==> src/rtl/csi2_tx_pkg.sv <==
// Shared types and constants for the CSI-2 TX lane distributor.
// Holds the burst FSM state enum, the D-PHY sync byte and the trail-byte helper.
package csi2_tx_pkg;

    typedef enum logic [2:0] {
        StIdle,
        StPrep,
        StSync,
        StData,
        StTrail,
        StExit
    } state_e;

    localparam logic [7:0] CSI2_SYNC_BYTE = 8'hB8;

    // HS-trail drives the complement of the last transmitted bit on the lane.
    function automatic logic [7:0] trail_byte(input logic last_msb);
        return {8{~last_msb}};
    endfunction

endpackage

==> src/rtl/csi2_tx_lane_packer.sv <==
// Gathers accepted bytes into LANES-wide words, lane k mod LANES, and emits
// each word (with its lane mask) the cycle after its final byte is accepted.
module csi2_tx_lane_packer
    import csi2_tx_pkg::*;
#(
    parameter int unsigned LANES = 4
) (
    input  logic                 clk,
    input  logic                 rst_n,
    input  logic                 load_sync,
    input  logic                 byte_valid,
    input  logic [7:0]           byte_data,
    input  logic                 byte_last,
    output logic [8*LANES-1:0]   word,
    output logic [LANES-1:0]     mask,
    output logic                 word_done,
    output logic                 word_last
);

    localparam int unsigned IdxW = (LANES > 1) ? $clog2(LANES) : 1;

    logic [IdxW-1:0]      idx_q;
    logic [8*LANES-1:0]   partial_q;
    logic [8*LANES-1:0]   word_q;
    logic [8*LANES-1:0]   merged;
    logic [LANES-1:0]     mask_q;
    logic [LANES-1:0]     merged_mask;
    logic                 done_q;
    logic                 last_q;
    logic                 word_end;

    // Lanes above idx stay zero because the partial word is cleared per word.
    always_comb begin
        merged      = partial_q;
        merged_mask = '0;
        for (int i = 0; i < int'(LANES); i++) begin
            if (idx_q == IdxW'(i)) begin
                merged[8*i +: 8] = byte_data;
            end
            if (IdxW'(i) <= idx_q) begin
                merged_mask[i] = 1'b1;
            end
        end
    end

    assign word_end = (idx_q == IdxW'(LANES - 1)) || byte_last;

    always_ff @(posedge clk or negedge rst_n) begin
        if (!rst_n) begin
            idx_q     <= '0;
            partial_q <= '0;
            word_q    <= '0;
            mask_q    <= '0;
            done_q    <= 1'b0;
            last_q    <= 1'b0;
        end else begin
            done_q <= 1'b0;
            last_q <= 1'b0;
            if (load_sync) begin
                idx_q     <= '0;
                partial_q <= '0;
                word_q    <= {LANES{CSI2_SYNC_BYTE}};
            end else if (byte_valid) begin
                if (word_end) begin
                    word_q    <= merged;
                    mask_q    <= merged_mask;
                    done_q    <= 1'b1;
                    last_q    <= byte_last;
                    idx_q     <= '0;
                    partial_q <= '0;
                end else begin
                    partial_q <= merged;
                    idx_q     <= idx_q + 1'b1;
                end
            end
        end
    end

    assign word      = word_q;
    assign mask      = done_q ? mask_q : '0;
    assign word_done = done_q;
    assign word_last = last_q;

endmodule

==> src/rtl/csi2_tx_lane_distributor.sv <==
// Frames each packetizer packet as one D-PHY HS burst and stripes bytes across lanes.
// Define CSI2_TX_LANE_STATS_EN to add packet/byte statistics counters.
module csi2_tx_lane_distributor
    import csi2_tx_pkg::*;
#(
    parameter int unsigned LANES           = 4,
    parameter int unsigned HS_PREP_CYCLES  = 4,
    parameter int unsigned HS_TRAIL_CYCLES = 4
) (
    input  logic                 clk,
    input  logic                 rst_n,
    input  logic [7:0]           s_axis_tdata,
    input  logic                 s_axis_tvalid,
    output logic                 s_axis_tready,
    input  logic                 s_axis_tlast,
    input  logic                 s_axis_tuser,
    output logic [8*LANES-1:0]   m_lane_data,
    output logic [LANES-1:0]     m_lane_valid,
    output logic                 m_hs_req,
    output logic                 m_frame_start
`ifdef CSI2_TX_LANE_STATS_EN
    ,
    output logic [15:0]          stat_pkt_count,
    output logic [31:0]          stat_byte_count
`endif
);

    state_e               state_q, state_d;
    logic [15:0]          cnt_q, cnt_d;
    logic [LANES-1:0]     last_msb_q;
    logic                 first_byte_q;
    logic                 first_word_q;
    logic                 user_q;
    logic                 accept;
    logic [8*LANES-1:0]   word;
    logic [LANES-1:0]     word_mask;
    logic                 word_done;
    logic                 word_last;
    logic [8*LANES-1:0]   trail_data;

    assign accept = s_axis_tvalid && s_axis_tready;

    csi2_tx_lane_packer #(
        .LANES (LANES)
    ) u_packer (
        .clk        (clk),
        .rst_n      (rst_n),
        .load_sync  (state_q == StSync),
        .byte_valid (accept),
        .byte_data  (s_axis_tdata),
        .byte_last  (s_axis_tlast),
        .word       (word),
        .mask       (word_mask),
        .word_done  (word_done),
        .word_last  (word_last)
    );

    always_comb begin
        trail_data = '0;
        for (int i = 0; i < int'(LANES); i++) begin
            trail_data[8*i +: 8] = trail_byte(last_msb_q[i]);
        end
    end

    always_ff @(posedge clk or negedge rst_n) begin
        if (!rst_n) begin
            state_q <= StIdle;
            cnt_q   <= '0;
        end else begin
            state_q <= state_d;
            cnt_q   <= cnt_d;
        end
    end

    always_comb begin
        state_d       = state_q;
        cnt_d         = cnt_q;
        m_hs_req      = 1'b0;
        m_lane_data   = '0;
        m_lane_valid  = '0;
        s_axis_tready = 1'b0;
        unique case (state_q)
            StIdle: begin
                if (s_axis_tvalid) begin
                    state_d = StPrep;
                    cnt_d   = '0;
                end
            end
            StPrep: begin
                m_hs_req = 1'b1;
                if (cnt_q == 16'(HS_PREP_CYCLES - 1)) begin
                    state_d = StSync;
                end else begin
                    cnt_d = cnt_q + 16'd1;
                end
            end
            StSync: begin
                m_hs_req     = 1'b1;
                m_lane_data  = {LANES{CSI2_SYNC_BYTE}};
                m_lane_valid = '1;
                state_d      = StData;
            end
            StData: begin
                m_hs_req     = 1'b1;
                m_lane_data  = word;
                m_lane_valid = word_mask;
                // Final word is on the bus this cycle; block the next packet's bytes.
                s_axis_tready = !(word_done && word_last);
                if (word_done && word_last) begin
                    state_d = StTrail;
                    cnt_d   = '0;
                end
            end
            StTrail: begin
                m_hs_req    = 1'b1;
                m_lane_data = trail_data;
                if (cnt_q == 16'(HS_TRAIL_CYCLES - 1)) begin
                    state_d = StExit;
                end else begin
                    cnt_d = cnt_q + 16'd1;
                end
            end
            StExit: begin
                state_d = StIdle;
            end
            default: begin
                state_d = StIdle;
            end
        endcase
    end

    always_ff @(posedge clk or negedge rst_n) begin
        if (!rst_n) begin
            last_msb_q   <= '0;
            first_byte_q <= 1'b0;
            first_word_q <= 1'b0;
            user_q       <= 1'b0;
        end else begin
            if (state_q == StSync) begin
                last_msb_q   <= '1;
                first_byte_q <= 1'b1;
                first_word_q <= 1'b1;
            end else begin
                if (accept && first_byte_q) begin
                    user_q       <= s_axis_tuser;
                    first_byte_q <= 1'b0;
                end
                if (word_done) begin
                    first_word_q <= 1'b0;
                    for (int i = 0; i < int'(LANES); i++) begin
                        if (word_mask[i]) begin
                            last_msb_q[i] <= word[8*i+7];
                        end
                    end
                end
            end
        end
    end

    assign m_frame_start = word_done && first_word_q && user_q;

`ifdef CSI2_TX_LANE_STATS_EN
    always_ff @(posedge clk or negedge rst_n) begin
        if (!rst_n) begin
            stat_pkt_count  <= '0;
            stat_byte_count <= '0;
        end else begin
            if (state_q == StData && state_d == StTrail) begin
                stat_pkt_count <= stat_pkt_count + 16'd1;
            end
            if (accept) begin
                stat_byte_count <= stat_byte_count + 32'd1;
            end
        end
    end
`endif

endmodule

==> config.mk <==
export PLATFORM = sky130hd
export DESIGN_NAME = csi2_tx_lane_distributor
export DESIGN_NICKNAME = d
export VERILOG_FILES = /design/src/rtl/csi2_tx_pkg.sv /design/src/rtl/csi2_tx_lane_packer.sv /design/src/rtl/csi2_tx_lane_distributor.sv
export SDC_FILE = /design/constraint.sdc
export NUM_CORES = 1
export LEC_CHECK = 0
export ABC_AREA = 1
export CORE_UTILIZATION = 60
export CTS_BUF_LIST = sky130_fd_sc_hd__clkbuf_4
export CTS_CLUSTER_DIAMETER = 150
export CTS_CLUSTER_SIZE = 24
export DETAILED_ROUTE_END_ITERATION = 10
export PLACE_DENSITY = 0.83
export SLEW_MARGIN = 20
export SYNTH_ARGS = -nofsm -noshare
export SYNTH_HDL_FRONTEND = slang
export SYNTH_SLANG_ARGS = --single-unit
==> constraint.sdc <==
create_clock -name clk -period 3.8 [get_ports clk]
set_clock_uncertainty 0.1 [all_clocks]
set_input_delay 0.76 -clock clk [delete_from_list [all_inputs] [get_ports clk]]
set_output_delay 0.76 -clock clk [all_outputs]
set_load 0.02 [all_outputs]
Word level (Yosys, flattened, before mapping). Cells that the tools add are included.

$add $sub $neg: 2. Multiply operators: 0. Divide/modulo/power cells: 0. Order comparisons: 4. Equal/unequal tests: 13. Shifts and indexed selects: 0. Multiplexer cells: 47. Bitwise operators: 5. Reductions and logical operators: 29.

Operator list (count): 32-bit 2-to-1 mux (6); 32-bit one-hot mux with 3 select lines (1); 16-bit 2-to-1 mux (3); 16-bit one-hot mux with 3 select lines (1); 8-bit 2-to-1 mux (4); 1-bit 2-to-1 mux (20); 16-bit by 1-bit adder with 16-bit output (second input constant) (1); 16-bit by 2-bit == test with 1-bit output (second input constant) (1); 2-bit nonzero test (8); 3-bit one-hot mux with 5 select lines (1); 3-bit 2-to-1 mux (4); 4-bit 2-to-1 mux (3); 2-bit AND reduction (6); 2-bit != test (second input constant) (5); 4-bit one-hot mux with 2 select lines (1); 4-bit AND reduction (2); 3-bit by 2-bit == test with 1-bit output (second input constant) (2); 2-bit 2-to-1 mux (3); 1-bit logical AND (5); 1-bit NOT (5); 2-bit == test (second input constant) (2); 1-bit by 2-bit <= comparator with 1-bit output (first input constant) (2); 2-bit <= comparator (first input constant) (2); 4-bit OR reduction (1); 11 further kinds (11).

Bits in registers: 98. Latch bits: 0. RAM bits: 0. Memory bits (read-only): 0. Input port bits: 13. Output and inout port bits: 39. Logic and storage cells: 115. Memories: 0.

Longest topological paths before layout. Gate-level depths: netlist of run 1.

Depth in word-level cells: 7. Mapped depth: 9.

By module. Synthesis of run 1 repeated with hierarchy kept, for this count alone.

Cell total of the unflattened synthesis: 779. Area, all modules: 5392.7 um^2.

By module, submodules not included: csi2_tx_lane_packer (instances 1, cells each 447, area an instance 3398.3 um^2, seq. area each 1801.7 um^2); csi2_tx_lane_distributor (instances 1, cells each 332, area an instance 1994.4 um^2, seq. area each 650.6 um^2).

Worst setup path before layout of run 1. OpenSTA, ideal clock, no wires.

Kind: register -> output. From: register state_q[0]. To: output port m_lane_data[15]. Arrival time: 1.400 ns. Required time: 2.940 ns. Setup slack: 1.540 ns. Cell stages (with the launch flop): 7. Path through: dfrtp_1 > nor2_2 > nand2_1 > or2_2 > nand2_1 > inv_1 > o21ai_0.

Longest elaborated chain between the ends: 2. Elaborated cells on any way between the ends: 4. Those cells by class: eq/ne (3); mux (1).

RTL lines: from (decl) (line csi2_tx_lane_distributor.sv:28) `state_e state_q, state_d;`; from (signal assigned) (line csi2_tx_lane_distributor.sv:67) `state_q <= StIdle;`; from (signal assigned) (line csi2_tx_lane_distributor.sv:70) `state_q <= state_d;`; 3-bit == test / 3-bit by 2-bit == test with 1-bit output (equally long branches) (line csi2_tx_lane_distributor.sv:82) `unique case (state_q)`; 32-bit one-hot mux with 3 select lines * (line csi2_tx_lane_distributor.sv:82); to (decl) (line csi2_tx_lane_distributor.sv:17) `output logic [8*LANES-1:0] m_lane_data,`.

Mark *: on every way between the ends. The rest lies on a longest branch, timed or not.

Worst setup path in the final report of run 1.
From: register state_q[0]. To: output port m_lane_data[31].

The elaborated chain is that of the path after synthesis.

==> impl_metrics.csv, run 1 <==
group,metric,value,unit
routing,drcViolationCount,0,
timing,setup_viol,0,
timing,worstMarginPinSlew,821,ps
clock_network,root_buffer,"clkbuf_4",
yosys,synth_simple_gate_area_frac,0.319,
status,status,"completed",
setup_path,critical_path.slowest_cell,"clkdlybuf4s50_1",
floorplan,core_area,8260,µm²
cells_and_area,syn2layout_area_growth,12.4,%
cells_and_area,final_common_cell,"nand2_1",
power,p_comb_frac,0.519,
routing,routed_wl,12200,µm
yosys,synth_mux_area_frac,0.00389,
floorplan,pin_count,52,
clock_network,clk_pin_slew_worst_paths,150,ps
yosys,avgSynthCellArea,7.34,µm²
floorplan,die_w,94.6,µm
cells_and_area,layout-drive-gt1-share,0.0565,
timing,finalWorstPathRequiredPeriod,3510,ps
setup_path,crit_chain,"nor2_2, nand2_1, or2_2, nand2_1, inv_1, o21ai_0, clkdlybuf4s50_1",
clock_network,cts.sinks,98,
floorplan,dieHeight,94.6,µm
routing,vias_per_cell,5.51,
power,finalPower,0.00428,W
hold_path,hold_path.class,"in2async",
timing,hold_viol_final,0,
timing,timing.final.ws_setup,294,ps
power,switching_power,0.00205,W
timing,rsz0062_at_grt,"false",
clock_network,tritoncts,"done",
clock_network,cts_setup_buffers,0,
floorplan,start_util,0.623,
setup_path,path_common_cell,"nand2_1",
timing,drv_slew,0,
routing,drt_first_iter_violations,340,
power,ir_worst_vdd,317,µV
yosys,synth-xor-area-share,0.00340,
setup_path,r2r_slack,1280,ps
routing,vias,4679,
power,clockPowerShare,0.116,
timing,fmax,285,MHz
grt,grt_overflow,0,
yosys,synthAdderAreaFrac,0.0146,
power,leakage,2.83,nW
cells_and_area,fin_util,0.700,
setup_path,worstPathArrival,2650,ps
floorplan,dieArea,8950,µm²
placed_design,dpl.hpwl,8810,µm
setup_path,cp-end-kind,"output pin",
setup_path,critPathKind,"reg2out",
grt,antenna_found_initial,0,
grt,grt_max_degree,62,
cells_and_area,fin_nets,758,
floorplan,fp-row-count,33,
timing,finalCritPeriodShare,0.923,
yosys,ys_warn_count,0,
yosys,synth_compound_area_frac,0.106,
clock_network,clk_latency,450,ps
yosys,syn-num-nets,720,
grt,grt_pass1_wl,20600,µm
clock_network,cts_hold_buf,0,
flow_run,maxCapViolations,0,
timing,setup_tns,0,ps
cells_and_area,diodes,0,
yosys,ys_types,28,
power,internal_power,0.00223,W
power,p_seq_frac,0.365,
setup_path,critPathRequiredTime,2940,ps
power,p_per_area,740,nW/µm²
clock_network,cts_buffers,9,
cells_and_area,final_cell_mix,"nand2_1, dfrtp_1, o21ai_0",
grt,track_usage,0.299,
clock_network,cts_max_path_buffers,2,
routing,wire_per_inst,14.4,µm
clock_network,cts-resized-gates,0,
yosys,synth_top_family_by_area,"simple AND/OR/NAND/NOR gates",
placed_design,io_buffer_count,51,
yosys,netlist_area,5140,µm²
yosys,postSynthCellCount,701,
setup_path,slowest_delay,630,ps
placed_design,preCtsSetupSlack,805,ps
setup_path,critPathLaunchType,"flop",
grt,first_global_vias,4287,
timing,maxSlewHeadroom,0.451,
setup_path,crit_fanout,7,
clock_network,htree_levels,3,
routing,first_pass_iters,5,
placed_design,routabilityCongestion,0.862,
yosys,ys_ff_latch,98,
yosys,synth-seq-area-share,0.477,
power,swShare,0.480,
routing,drtAntennaViolNets,0,
## area by class of cell
| class | count | area (µm²) |
|---|---|---|
| flip-flops and latches | 98 | 2450 |
| clock buffers | 10 | 75.1 |
| repair buffers | 55 | 538 |
| well taps | 105 | 131 |
| fillers | 703 | 2480 |
| multi-input cells | 510 | 2300 |
| inverters | 65 | 244 |
| clock inverters | 6 | 40.0 |
## per-layer routing
metal  part of all wire  track usage  vias to the layer above
met4              0.018        0.117                        0
met5                  0            0                        -
met1               0.45        0.419                     2221
met2               0.49        0.480                      143
li1                   -            -                     2295
met3              0.048       0.0322                       20
## per-stage QoR
| stage | hold WS (ps) | std cells | cell area [µm²] |
|---|---|---|---|
| 6_report | 245 | 849 | 5780 |
| 5_1_grt | 282 | 849 | 5780 |
| 4_1_cts | 248 | 849 | 5780 |
| 3_5_place_dp | 359 | 833 | 5670 |
| 3_3_place_gp | 355 | 833 | 5670 |
| 2_1_floorplan | 340 | 701 | 5140 |
## worst paths after layout
kind / to / from / depth (start not counted)
worst max register to register: u_packer.word[31] / u_packer.idx_q[0] / 6
max in group asynchronous: u_packer.word[3] / rst_n / 2
worst max-delay path: m_lane_data[31] / state_q[0] / 7
min in group clk: u_packer.mask_q[0] / u_packer.mask_q[0] / 1
worst min register to register: u_packer.mask_q[0] / u_packer.mask_q[0] / 1
worst min-delay path: user_q / rst_n / 1
## cell usage after synthesis (all sizes together)
cell type,count,area share
a21oi,5,0.0049
nand3,53,0.053
ha,6,0.015
and2,1,0.0012
o211ai,4,0.0058
nand4,7,0.0085
nand3b,2,0.0029
o21ai,95,0.092
xor2,2,0.0034
or2,7,0.0085
dfrtp,98,0.48
inv,65,0.047
buf,16,0.020
clkbuf,12,0.0090
nand2,263,0.20
o21bai,2,0.0029
mux2i,2,0.0039
nor2,61,0.048
## cells by family (layout without fill, tap and decap cells)
kind of cell    Yosys count  in the layout
simple gates            394            394
mux                       2              2
fa+ha+maj                 6              6
buf+inv                  93            136
xor+xnor                  2              2
flops                    98             98
compound gates          106            106
## power by group through the flow
stage | Sequential, W | Combinational (W) | Clock (W)
after floorplan | 0.00149 | 0.00156 | 0
after global placement | 0.00156 | 0.00215 | 0
after detailed placement | 0.00158 | 0.00222 | 0
after CTS | 0.00156 | 0.00222 | 0.000506
after global routing | 0.00160 | 0.00247 | 0.000541
final | 0.00156 | 0.00222 | 0.000496
## critical path, delay by kind of cell, from the launching register on
family	cells	cell delay (ps)
and+or+nand+nor	4	880
DFF	1	480
buffers and inverters	2	730
AOI/OAI and AO/OA	1	110
## flip-flops by register name (all words and copies together) (netlist names)
name / count
user_q: 1
first_word_q: 1
last_msb_q: 4
cnt_q: 16
u_packer.word_done: 1
first_byte_q: 1
u_packer.word_last: 1
u_packer.idx_q: 2
u_packer.word: 32
u_packer.partial_q: 32
u_packer.mask_q: 4
state_q: 3
(Power assumes the default switching activity.)
==> run 2, diff against run 1 <==
- MAX_ROUTING_LAYER: not set -> met4
- SYNTH_HIERARCHICAL: not set -> 1
==> impl_metrics.csv, run 2 <==
group,metric,value,unit
routing,vias_per_cell,5.43,
yosys,async_flop_share,1.00,
placed_design,dpl.hpwl,9520,µm
setup_path,r2r_slack,690,ps
cells_and_area,syn2layout_area_growth,12.7,%
yosys,netlist.top_cell.by_area,"dfrtp_1",
yosys,ys_types,29,
yosys,synth_top_family_by_area,"simple AND/OR/NAND/NOR gates",
yosys,synth_mux_area_frac,0,
floorplan,dieHeight,96.8,µm
hold_path,hold_path.class,"in2async",
grt,track_usage,0.306,
clock_network,cts_max_path_buffers,2,
cells_and_area,layout-drive-gt1-share,0.0655,
cells_and_area,fin_nets,840,
clock_network,cts_hold_buf,0,
grt,first_global_vias,4745,
yosys,synth_simple_gate_area_frac,0.430,
setup_path,rr_worst_depth,8,
timing,maxSlewHeadroom,0.373,
clock_network,root_buffer,"clkbuf_4",
grt,antenna_found_initial,0,
setup_path,worstPathArrival,2600,ps
placed_design,io_buffer_count,51,
grt,grt_max_degree,58,
yosys,synth_top_cell_area_share,0.455,
power,p_per_area,702,nW/µm²
power,ir_worst_vdd,296,µV
yosys,ys_top_cells_by_area,"dfrtp_1, nand2_1, nand3_1",
floorplan,die_w,96.8,µm
timing,worstMarginPinSlew,937,ps
yosys,synth-xor-area-share,0.00162,
clock_network,tritoncts,"done",
timing,timing.final.ws_setup,335,ps
timing,finalCritPeriodShare,0.912,
floorplan,core_area,8720,µm²
yosys,ys_warn_count,6,
yosys,avgSynthCellArea,6.92,µm²
setup_path,critPathKind,"reg2out",
status,status,"completed",
clock_network,cts_buffers,9,
routing,wire_per_inst,14.3,µm
timing,fmax,289,MHz
yosys,synth_compound_area_frac,0.0346,
yosys,postSynthCellCount,779,
setup_path,r2r_end,"u_packer/idx_q[0]",
placed_design,routabilityCongestion,0.890,
timing,hold_viol_final,0,
timing,rsz0062_at_grt,"false",
placed_design,preCtsSetupSlack,663,ps
clock_network,cts.sinks,98,
yosys,synthAdderAreaFrac,0.0162,
grt,grt_pass1_wl,22800,µm
floorplan,start_util,0.618,
timing,setup_viol,0,
yosys,netlist_area,5390,µm²
routing,drt_first_iter_violations,316,
routing,vias,5064,
clock_network,clk_latency,450,ps
timing,drv_slew,0,
yosys,post-synth-top-count-cell,"nand2_1",
setup_path,crit_fanout,12,
timing,setup_tns,0,ps
cells_and_area,diodes,0,
yosys,synth_commonest_cells,"nand2_1, dfrtp_1, nand3_1",
setup_path,r2r_start,"state_q[0]",
yosys,synth-edff-count,0,
floorplan,pin_count,52,
yosys,ys_ff_latch,98,
routing,first_pass_iters,5,
setup_path,critPathRequiredTime,2940,ps
yosys,syn-num-nets,799,
routing,drcViolationCount,0,
cells_and_area,final_common_cell,"nand2_1",
yosys,synth-seq-area-share,0.455,
routing,drtAntennaViolNets,0,
clock_network,clk_pin_slew_worst_paths,170,ps
cells_and_area,final_cell_mix,"nand2_1, dfrtp_1, nand3_1",
routing,routed_wl,13300,µm
clock_network,htree_levels,3,
yosys,synth-main-ff-cell,"dfrtp_1",
floorplan,dieArea,9370,µm²
flow_run,maxCapViolations,0,
setup_path,critPathLaunchType,"flop",
setup_path,cp-end-kind,"output pin",
timing,finalWorstPathRequiredPeriod,3460,ps
power,leakage,3.44,nW
grt,grt_overflow,0,
floorplan,fp-row-count,34,
[run 2: worst max-delay path by stage]
stage	start	to	cells past startpoint
finish	state_q[2]	m_lane_data[15]	7
global route	state_q[2]	m_lane_data[15]	7
CTS	state_q[2]	m_lane_data[31]	7
detailed placement	s_axis_tvalid	u_packer/idx_q[0]	7
global placement	state_q[2]	m_lane_data[15]	7
floorplan	state_q[0]	m_lane_data[0]	6
[run 2: timing repair]
item	CTS	global route
setup endpoints to repair	0	1
setup buffers	0	0
gates resized for setup	0	1
endpoints found under the hold margin	0	0
[run 2: metal layers]
metal | GRT usage | vias up | part of all wire
li1 | - | 2497 | -
met1 | 0.416 | 2351 | 0.45
met2 | 0.483 | 197 | 0.48
met3 | 0.0368 | 19 | 0.065
met4 | 0.0953 | 0 | 0.014
met5 | - | - | 0
[run 2: power breakdown]
| part | leakage, nW | switching (W) | total [W] | internal [W] |
|---|---|---|---|---|
| combinational | 2.04 | 0.00132 | 0.00207 | 0.000749 |
| sequential | 1.32 | 0.000270 | 0.00161 | 0.00134 |
| clock | 0.0755 | 0.000372 | 0.000584 | 0.000212 |
| total | 3.44 | 0.00197 | 0.00427 | 0.00230 |
[run 2: worst max-delay path, cell delays in order (launching register included)]
cell	delay, ps
dfrtp_1	520
nor2_4	290
nand2_2	260
inv_2	200
or2_1	160
nand2_1	50
nand2_1	70
clkdlybuf4s50_1	600
[run 2: area by class of cell]
| cell class | count | area [µm²] |
|---|---|---|
| tap | 108 | 135 |
| clock inverter | 7 | 82.6 |
| sequential | 98 | 2450 |
| timing repair buffer | 57 | 553 |
| fill | 747 | 2640 |
| inverter | 48 | 183 |
| multi-input combinational | 606 | 2610 |
| clock buffer | 9 | 67.6 |
[run 2: metrics by stage]
stage          cell area (µm²)  std cells  utilization  total power, W  hold slack (ps)
2_1_floorplan             5390        779            -         0.00302              334
3_3_place_gp              5930        917        0.680         0.00363              347
3_5_place_dp              5930        917        0.680         0.00368              365
4_1_cts                   6080        933        0.697         0.00427              267
5_1_grt                   6080        933        0.697         0.00460              280
6_report                  6080        933        0.697         0.00427              242
[run 2: cells by family (layout without fill, tap and decap cells)]
family                   count (synthesis)  after routing
XOR/XNOR                                 1              1
AND/OR/NAND/NOR                        566            566
AO/OA/AOI/OAI                           32             32
adder cells (fa/ha/maj)                  7              7
buffers and inverters                   75            121
flip-flops                              98             98
